`src/rtl/jesd204b_pkg.sv`:
```
// Shared definitions for the JESD204B link controller: state encodings and
// the multiframe beat-count derivation.
package jesd204b_pkg;

   typedef enum logic [1:0] {
      ST_IDLE = 2'd0,
      ST_CGS  = 2'd1,
      ST_ILAS = 2'd2,
      ST_DATA = 2'd3
   } link_state_t;

   function automatic int beats_per_mf(input int octets_per_fr, input int frames_per_mf,
                                       input int octet_per_sent);
      return (octets_per_fr * frames_per_mf) / octet_per_sent;
   endfunction

   function automatic bit beats_exact(input int octets_per_fr, input int frames_per_mf,
                                      input int octet_per_sent);
      return ((octets_per_fr * frames_per_mf) % octet_per_sent) == 0;
   endfunction

endpackage

```
`src/rtl/jesd204b_sync_mon.sv`:
```
// SYNC~ low-run monitor: counts consecutive low cycles while the link is
// active and raises a one-cycle resync pulse when the run reaches the limit.
module jesd204b_sync_mon #(
   parameter int SYNC_ERR_CYCLES = 4
) (
   input  logic clk,
   input  logic reset,
   input  logic active,
   input  logic sync_n,
   output logic resync
);

   localparam int CW = $clog2(SYNC_ERR_CYCLES + 1);
   localparam logic [CW-1:0] RUN_LAST = CW'(SYNC_ERR_CYCLES - 1);

   logic [CW-1:0] low_cnt;

   // Pulse on the cycle that completes the run, so the FSM leaves next edge.
   assign resync = active && !sync_n && (low_cnt == RUN_LAST);

   always_ff @(posedge clk) begin
      if (reset) begin
         low_cnt <= '0;
      end else if (!active || sync_n || resync) begin
         low_cnt <= '0;
      end else begin
         low_cnt <= low_cnt + CW'(1);
      end
   end

endmodule

```
`src/rtl/jesd204b_link_ctrl.sv`:
```
// JESD204B transmit link sequencer: IDLE -> CGS -> ILAS -> DATA with SYNC~
// driven resynchronisation and a saturating resync counter.
//
//  state | meaning
//  IDLE  | link disabled, all counters cleared
//  CGS   | code group sync, waiting for SYNC~ high at an LMFC edge
//  ILAS  | initial lane alignment, ILAS_MF multiframes
//  DATA  | user data; a long SYNC~ low run returns to CGS
module jesd204b_link_ctrl
   import jesd204b_pkg::*;
#(
   parameter int OCTETS_PER_FR   = 2,
   parameter int FRAMES_PER_MF   = 10,
   parameter int OCTET_PER_SENT  = 4,
   parameter int ILAS_MF         = 4,
   parameter int SYNC_ERR_CYCLES = 4
) (
   input  logic       clk,
   input  logic       reset,
   input  logic       enable,
   input  logic       sync_n,
   input  logic       lmfc_edge,
   output logic [1:0] state,
   output logic       cgs_en,
   output logic       ilas_en,
   output logic       data_en,
   output logic [1:0] mf_cnt,
   output logic [7:0] beat_cnt,
   output logic       ilas_r,
   output logic       ilas_a,
   output logic       ilas_q,
   output logic [7:0] resync_count
);

   localparam int BEATS_PER_MF = beats_per_mf(OCTETS_PER_FR, FRAMES_PER_MF, OCTET_PER_SENT);
   localparam logic [7:0] BEAT_LAST = 8'(BEATS_PER_MF - 1);
   localparam logic [1:0] MF_LAST   = 2'(ILAS_MF - 1);

   if (!beats_exact(OCTETS_PER_FR, FRAMES_PER_MF, OCTET_PER_SENT)) begin : g_bad_beats
      $error("octets per multiframe not a multiple of octets per beat");
   end
   if (ILAS_MF < 1 || ILAS_MF > 4) begin : g_bad_ilas
      $error("ILAS_MF must be in 1..4");
   end
   if (BEATS_PER_MF < 1 || BEATS_PER_MF > 256) begin : g_bad_range
      $error("beats per multiframe must be in 1..256");
   end
   if (SYNC_ERR_CYCLES < 1) begin : g_bad_sync
      $error("SYNC_ERR_CYCLES must be at least 1");
   end

   link_state_t cur_st, nxt_st;
   logic [1:0]  nxt_mf;
   logic [7:0]  nxt_beat;
   logic [7:0]  nxt_rc;
   logic        link_active;
   logic        resync;

   assign link_active = enable && ((cur_st == ST_ILAS) || (cur_st == ST_DATA));

   jesd204b_sync_mon #(
      .SYNC_ERR_CYCLES (SYNC_ERR_CYCLES)
   ) u_sync_mon (
      .clk    (clk),
      .reset  (reset),
      .active (link_active),
      .sync_n (sync_n),
      .resync (resync)
   );

   always_comb begin
      nxt_st   = cur_st;
      nxt_mf   = mf_cnt;
      nxt_beat = beat_cnt;
      nxt_rc   = resync_count;
      if (!enable) begin
         nxt_st = ST_IDLE;
      end else begin
         case (cur_st)
            ST_IDLE: nxt_st = ST_CGS;
            ST_CGS: begin
               if (lmfc_edge && sync_n) begin
                  nxt_st = ST_ILAS;
               end
            end
            ST_ILAS: begin
               // Resync wins over a coincident LMFC edge.
               if (resync) begin
                  nxt_st = ST_CGS;
               end else if (lmfc_edge) begin
                  if (mf_cnt == MF_LAST) begin
                     nxt_st = ST_DATA;
                  end else begin
                     nxt_mf   = mf_cnt + 2'd1;
                     nxt_beat = '0;
                  end
               end else if (beat_cnt != BEAT_LAST) begin
                  nxt_beat = beat_cnt + 8'd1;
               end
            end
            ST_DATA: begin
               if (resync) begin
                  nxt_st = ST_CGS;
               end
            end
            default: nxt_st = ST_IDLE;
         endcase
         if (resync && (resync_count != 8'hFF)) begin
            nxt_rc = resync_count + 8'd1;
         end
      end
      // Multiframe/beat indices only carry meaning inside ILAS.
      if (nxt_st != ST_ILAS) begin
         nxt_mf   = '0;
         nxt_beat = '0;
      end
   end

   always_ff @(posedge clk) begin
      if (reset) begin
         cur_st       <= ST_IDLE;
         mf_cnt       <= '0;
         beat_cnt     <= '0;
         cgs_en       <= 1'b0;
         ilas_en      <= 1'b0;
         data_en      <= 1'b0;
         ilas_r       <= 1'b0;
         ilas_a       <= 1'b0;
         ilas_q       <= 1'b0;
         resync_count <= '0;
      end else begin
         cur_st       <= nxt_st;
         mf_cnt       <= nxt_mf;
         beat_cnt     <= nxt_beat;
         cgs_en       <= (nxt_st == ST_CGS);
         ilas_en      <= (nxt_st == ST_ILAS);
         data_en      <= (nxt_st == ST_DATA);
         ilas_r       <= (nxt_st == ST_ILAS) && (nxt_beat == 8'd0);
         ilas_a       <= (nxt_st == ST_ILAS) && (nxt_beat == BEAT_LAST);
         ilas_q       <= (nxt_st == ST_ILAS) && (nxt_mf == 2'd1) && (nxt_beat == 8'd0);
         resync_count <= nxt_rc;
      end
   end

   assign state = cur_st;

endmodule

```
`config.mk`:
```
export PLATFORM = sky130hd
export DESIGN_NAME = jesd204b_link_ctrl
export DESIGN_NICKNAME = d
export VERILOG_FILES = /design/src/rtl/jesd204b_pkg.sv /design/src/rtl/jesd204b_sync_mon.sv /design/src/rtl/jesd204b_link_ctrl.sv
export SDC_FILE = /design/constraint.sdc
export NUM_CORES = 1
export LEC_CHECK = 0
export CAP_MARGIN = 20
export CELL_PAD_IN_SITES_DETAIL_PLACEMENT = 0
export CELL_PAD_IN_SITES_GLOBAL_PLACEMENT = 1
export CORE_MARGIN = 10
export CORE_UTILIZATION = 40
export CTS_CLUSTER_DIAMETER = 120
export DETAILED_ROUTE_END_ITERATION = 8
export GPL_TIMING_DRIVEN = 0
export PLACE_DENSITY = 0.9
export SETUP_SLACK_MARGIN = 0.2
export SYNTH_ARGS = -nofsm -noshare
export SYNTH_HDL_FRONTEND = slang
export SYNTH_HIERARCHICAL = 1
export SYNTH_SLANG_ARGS = --single-unit
```
`constraint.sdc`:
```
create_clock -name clk -period 7.25 [get_ports clk]
set_input_delay 1.45 -clock clk [delete_from_list [all_inputs] [get_ports clk]]
set_output_delay 1.45 -clock clk [all_outputs]
set_load 0.02 [all_outputs]
```
# Word level (Yosys, flattened, before mapping)
# Cells that the tools add are included.
# word_totals
elab_cells	66
register_bits	29
out_inout_bits	26
input_bits	5
# op_classes
reduce_logical	18
add_sub_neg	4
mux	20
eq_ne	13
# ops
operator	n
2-to-1 mux 8 bit	7
2-to-1 mux 2 bit	12
adder 8 x 1 -> 8 bit (second input constant)	2
== test 2 bit (second input constant)	5
logical AND 1 bit	9
== test 8 x 3 -> 1 bit (second input constant)	1
logical NOT 8 bit	1
!= test 8 x 3 -> 1 bit (second input constant)	1
!= test 8 bit (second input constant)	1
one-hot mux 2 bit (4 select lines)	1
== test 2 x 1 -> 1 bit (second input constant)	3
adder 3 x 1 -> 3 bit (second input constant)	1
== test 3 x 2 -> 1 bit (second input constant)	1
logical OR 1 bit	3
adder 2 x 1 -> 2 bit (second input constant)	1
logical NOT 1 bit	2
logical NOT 2 bit	1
!= test 2 bit (second input constant)	1
AND reduction 2 bit	1
OR reduction 2 bit	1

# Depth between registers and ports, before layout
# logic_depth
ltp_word	13
depth_mapped	11
ltp_nobuf	10

# Modules after synthesis
# The synthesis kept the hierarchy.
# modules_own_cells
module	area_per_inst_um2	n_inst	seq_area_each_um2	cells_each
jesd204b_link_ctrl	1383.8	1	520.5	160
jesd204b_sync_mon	127.6	1	60.1	12

# Least setup slack after synthesis
# Ideal clock, no wire load.
# synth_timing
kind	input to register
start	input enable
end	register ilas_q
slack_ns	3.816
required_time_ns	7.162
arrival_time_ns	3.346
setup_time_ns	0.088
cell_stages	9
path_buffers	1
cell_sequence	buf_2 > and2_2 > and3b_2 > or3b_1 > a211oi_2 > mux2i_1 > a31o_2 > nand4_2 > nor4_2
# synth_via
elab_chain_len	11
elab_cells_between_ends	21
classes_between	3 x eq/ne; 12 x mux; 6 x reduce/logical
# synth_lines
item	line	source
from (decl)	jesd204b_link_ctrl.sv:20	input logic enable,
logical AND 1 bit *	jesd204b_link_ctrl.sv:59	assign link_active = enable && ((cur_st == ST_ILAS) || (cur_st == ST_DATA));
net link_active	jesd204b_link_ctrl.sv:56	logic link_active;
logical AND 1 bit * (2 in a row)	jesd204b_sync_mon.sv:19	assign resync = active && !sync_n && (low_cnt == RUN_LAST);
net resync	jesd204b_link_ctrl.sv:57	logic resync;
2-to-1 mux 2 bit, on equally long branches	jesd204b_link_ctrl.sv:102, jesd204b_link_ctrl.sv:88	
one-hot mux 2 bit (4 select lines)	jesd204b_link_ctrl.sv:79	case (cur_st)
2-to-1 mux 2 bit	jesd204b_link_ctrl.sv:76	if (!enable) begin
!= test 2 bit	jesd204b_link_ctrl.sv:113	if (nxt_st != ST_ILAS) begin
2-to-1 mux 2 bit	jesd204b_link_ctrl.sv:113	
== test 2 x 1 -> 1 bit	jesd204b_link_ctrl.sv:140	ilas_q <= (nxt_st == ST_ILAS) && (nxt_mf == 2'd1) && (nxt_beat == 8'd0);
logical AND 1 bit	jesd204b_link_ctrl.sv:140	
logical AND 1 bit *	jesd204b_link_ctrl.sv:140	
to (signal assigned)	jesd204b_link_ctrl.sv:140	
to (decl)	jesd204b_link_ctrl.sv:31	output logic ilas_q,
# The timed path passes the listed nets; every way through them passes the cells marked *.
# A chain may end at the register's enable or synchronous reset.

# Final worst setup path
# layout_timing
start	input sync_n
end	register ilas_q
# layout_via
elab_chain_len	11
elab_cells_between_ends	23
classes_between	3 x eq/ne; 13 x mux; 7 x reduce/logical
# layout_lines
item	line	source
from (decl)	jesd204b_link_ctrl.sv:21	input logic sync_n,
logical NOT 1 bit *	jesd204b_sync_mon.sv:19	
logical AND 1 bit * (2 in a row)	jesd204b_sync_mon.sv:19	
net resync	jesd204b_link_ctrl.sv:57	
2-to-1 mux 2 bit, on equally long branches	jesd204b_link_ctrl.sv:102, jesd204b_link_ctrl.sv:88	
one-hot mux 2 bit (4 select lines)	jesd204b_link_ctrl.sv:79	
2-to-1 mux 2 bit	jesd204b_link_ctrl.sv:76	
!= test 2 bit	jesd204b_link_ctrl.sv:113	
2-to-1 mux 2 bit	jesd204b_link_ctrl.sv:113	
== test 2 x 1 -> 1 bit	jesd204b_link_ctrl.sv:140	
logical AND 1 bit	jesd204b_link_ctrl.sv:140	
logical AND 1 bit *	jesd204b_link_ctrl.sv:140	
# Marked as above.

==> flow_results.org <==
** Outcome
- Result of the run :: finished clean

** Place
- Input and output buffers added on the ports amount to 29.
- Summed over all nets, the half-perimeter wirelength after detailed placement is around 2700 microns.
- Placed cells :: 249
- Routability-driven placement finished with a final weighted congestion of around 0.78.
- The placed instances occupy a cell area of 0.001862 sq mm.
- Placement Setup Slack :: 3.387 ns

** Die
- Die outline area :: between 0.006 and 0.007 sq mm
- The region available for standard cell placement spans ~0.0037 sq mm.
- The floorplan step set the die height to approximately 81 microns.
- Row count :: 22
- Die X-Extent :: around 81 microns
- 31 I/O pins were placed.
- Initial standard-cell utilization of the core :: 41.29%

** Critical path
- CP max stage delay :: ~0.50 ns
- The critical path goes through clkdlybuf4s50_1 -> and3b_2 -> or3b_1 -> a211oi_2 -> mux2i_1 -> a31o_2 -> nand4_2 -> nor4_2.
- Max FO, Critical Path :: 5
- The number of buffers and inverters on the critical path is 1.
- For this design, the slowest cell found on the critical path is sky130_fd_sc_hd__clkdlybuf4s50_1.
- Delay-heaviest family, CP :: simple AND/OR/NAND/NOR gates
- Worst EP required :: about 7.4 ns
- By startpoint and endpoint, the worst setup path is classified as in -> reg.
- Critical path launch point type :: input port
- STA classifies the critical path endpoint as a flop.
- At the worst endpoint, the arrival time is 3.76 ns.

** Global routing
- The number of global-route vias before repair was between 1000 and 1500.
- First-pass GRT wire length :: 6196 microns
- Total global routing overflow :: 0
- Largest net degree at the start of global routing :: 11
- Number of antenna violations at the first check in global routing :: 0
- Global-route usage over all layers :: 11.74%

** Job
- The tool flagged a number of max-cap violations equal to 0.

** Clocking
- Number of buffers created by CTS :: 5
- Hold_buf cts :: 0
- Number of post-CTS setup repair buffers :: 0
- Number of H-tree levels :: 2
- Counting every sink on the clock net gives 29.
- TritonCTS built the clock tree.
- The cell sitting at the root of the clock tree is a sky130_fd_sc_hd__clkbuf_8.
- Clock transition at path regs :: roughly 0.060 ns
- Worst-skew pair later-pin latency :: around 0.28 ns
- The clock passes through at most 2 buffers.
- Number of gates given a new drive strength after cts :: 0

** Synth
- Top FF cell, synth :: sky130_fd_sc_hd__dfxtp_1
- The cell count after synthesis came out at ~170.
- Post-synth EDFFs :: 0
- Number of register bits inferred by synthesis :: 29
- Counting distinct cell types in the post-synthesis netlist gives 54.
- Average cell area after synthesis :: 8.788 sq um
- Synth warn :: 6
- After synthesis, the share of flip-flops with an asynchronous set or reset is 0%.
- Sequential elements use around two fifths of the synthesized area.
- Counting every net in the synthesized netlist gives roughly 180.
- The synthesized netlist occupies a cell area of 0.001511 sq mm.

** Pwr
- Summed over all cells, the static leakage comes to 0.7138 nW.
- For this design the ratio of total power to cell area is approximately 160 mW/mm^2.
- Power comes to 320.7 uW.
- The worst-case IR drop observed on VDD is approximately 0.13 mV.

** Drt
- The first detailed-routing pass took 4 iterations.
- Routed WL per cell :: 13.92 microns
- Final wirelength :: around 3600 microns
- Via density per instance :: about 5
- The detailed router placed ~1300 vias in this run.
- Remaining antenna violation count :: 0
- In the routed design, unresolved DRC markers number 0.
- In this run, the number of DRC markers left after iteration 0 of detailed routing was 73.

** Layout
- In the final layout, the share of cells above drive strength 1 is between 10 and 15%.
- 0 antenna diodes ended up in the layout.
- Filler cells :: 348
- At the end of the flow the core is filled with cells to 53.62%.
- After the flow finishes, the layout carries non-filler instances totaling 257.
- Layout overhead on the synthesized area :: 29.88%
- Final instance area :: between 0.0015 and 0.002 sq mm
- Total Nets Final :: 218

** Timing
- The worst path uses approximately half of the clock period.
- Worst-Margin Slew :: between 0.4 and 0.5 ns
- In the final timing run, aggregate negative setup slack is 0 ns.
- Static timing analysis puts the maximum clock frequency at approximately 280 MHz.
- Final number of hold-violating endpoints :: 0
- Slack of the critical path :: between 3 and 4 ns
- Final setup skew :: 0.005874 ns
- Tmin final :: around 3.6 ns
- Worst slew slack as a fraction of its limit :: a little under 70%
- Setup repair after global routing missed its margin :: false
- Setup violations remaining at the end of the flow were counted as 0.
- Final worst hold slack :: ~0.41 ns
- Count of pins over their slew limit :: 0

** Hold path
- Path type of the worst min-delay path :: reg -> reg
flip-flops by register name, indices dropped and copies added, names as in the netlist:
name and count:
beat_cnt 8, data_en 1, resync_count 8, mf_cnt 2, u_sync_mon/low_cnt 3, ilas_a 1, ilas_q 1, state 2
cgs_en 1, ilas_r 1, ilas_en 1
cell usage after synthesis, types with 3 or more instances:
cell type,number,area share (%)
sky130_fd_sc_hd__nand4_1,4,1.7
sky130_fd_sc_hd__a22oi_1,3,1.5
sky130_fd_sc_hd__xor2_1,4,2.3
sky130_fd_sc_hd__nand2_1,13,3.2
sky130_fd_sc_hd__dfxtp_1,29,38
sky130_fd_sc_hd__buf_2,3,0.99
sky130_fd_sc_hd__inv_1,8,2.0
sky130_fd_sc_hd__a21oi_1,9,3.0
sky130_fd_sc_hd__a31oi_1,3,1.2
sky130_fd_sc_hd__nand3_1,7,2.3
sky130_fd_sc_hd__nand2b_1,4,1.7
sky130_fd_sc_hd__ha_1,5,4.1
sky130_fd_sc_hd__o21ai_0,9,3.0
sky130_fd_sc_hd__nor2_1,20,5.0
sky130_fd_sc_hd__nor3_1,3,0.99
kinds of logic (layout without fill, tap and decap cells):
group	count (synthesis)	after routing	synth area share, %
XOR/XNOR	6	6	3.477
adder cells (fa/ha/maj)	5	5	4.139
AO/OA/AOI/OAI	37	37	16.39
multiplexers	2	2	1.325
flip-flops	29	29	38.41
buffers and inverters	16	53	5.546
AND/OR/NAND/NOR	77	77	30.71
layout make-up:
type                    count  area (sq um)  share of cell area (%)
multi-input cells         127         847.1                   43.15
flip-flops and latches     29         580.6                   29.57
repair buffers             29         290.3                   14.79
clock buffers               7         96.34                   4.908
well taps                  48         60.06                   3.059
plain buffers               7         45.04                   2.294
inverters                   9         38.79                   1.976
clock inverters             1         5.005                  0.2549
layer usage:
layer | routed length, microns | track usage, % | vias to the layer above
met3 | 259 | 5.131 | 5
met4 | 49 | 4.152 | 0
li1 | - | - | 686
met1 | 1598 | 12.85 | 606
met2 | 1669 | 19.83 | 25
met5 | 0 | 0 | -
path summary, 6_finish.rpt:
kind                    startpoint               endpoint  slack [ns]  cells after the start
min reg2reg  u_sync_mon/low_cnt[0]  u_sync_mon/low_cnt[0]        0.41                      1
max                         sync_n                 ilas_q        3.68                      8
max reg2reg  u_sync_mon/low_cnt[0]                 ilas_q        4.67                      9
min          u_sync_mon/low_cnt[0]  u_sync_mon/low_cnt[0]        0.41                      1
cell usage in the layout (no fill, tap or decap), types with 2 or more instances in the layout:
cell type                         synthesis  routed
sky130_fd_sc_hd__dfxtp_1                 29      29
sky130_fd_sc_hd__clkdlybuf4s50_1          0      29
sky130_fd_sc_hd__nor2_1                  20      20
sky130_fd_sc_hd__nand2_1                 13      13
sky130_fd_sc_hd__o21ai_0                  9       9
sky130_fd_sc_hd__a21oi_1                  9       9
sky130_fd_sc_hd__inv_1                    8       8
sky130_fd_sc_hd__nand3_1                  7       7
sky130_fd_sc_hd__clkbuf_8                 0       7
sky130_fd_sc_hd__ha_1                     5       5
sky130_fd_sc_hd__nand2b_1                 4       4
sky130_fd_sc_hd__nand4_1                  4       4
sky130_fd_sc_hd__xor2_1                   4       4
sky130_fd_sc_hd__buf_2                    3       3
sky130_fd_sc_hd__a22oi_1                  3       3
sky130_fd_sc_hd__nor3_1                   3       3
sky130_fd_sc_hd__a31oi_1                  3       3
sky130_fd_sc_hd__and2_2                   2       2
sky130_fd_sc_hd__buf_4                    2       2
sky130_fd_sc_hd__nor3b_2                  2       2
sky130_fd_sc_hd__and2_1                   2       2
sky130_fd_sc_hd__xnor2_1                  2       2
sky130_fd_sc_hd__or3_1                    2       2
sky130_fd_sc_hd__mux2i_1                  2       2
sky130_fd_sc_hd__nor4_1                   2       2
sky130_fd_sc_hd__and3_1                   2       2
where the power goes:
| group | total, mW | switching [mW] | internal, mW |
|---|---|---|---|
| Combinational | 0.0142 | 0.00795 | 0.00623 |
| Sequential | 0.161 | 0.000676 | 0.160 |
| Clock | 0.146 | 0.0600 | 0.0856 |
worst reg2reg max path, delay by kind of cell (launching register included):
kind / cells / cell delay (ns)
AO/OA/AOI/OAI: 2 / 0.47
adder cells (fa/ha/maj): 2 / 0.38
flip-flops: 1 / 0.31
multiplexers: 1 / 0.24
AND/OR/NAND/NOR: 4 / 1.10
No activity file was read; power rests on OpenSTA's default activity.
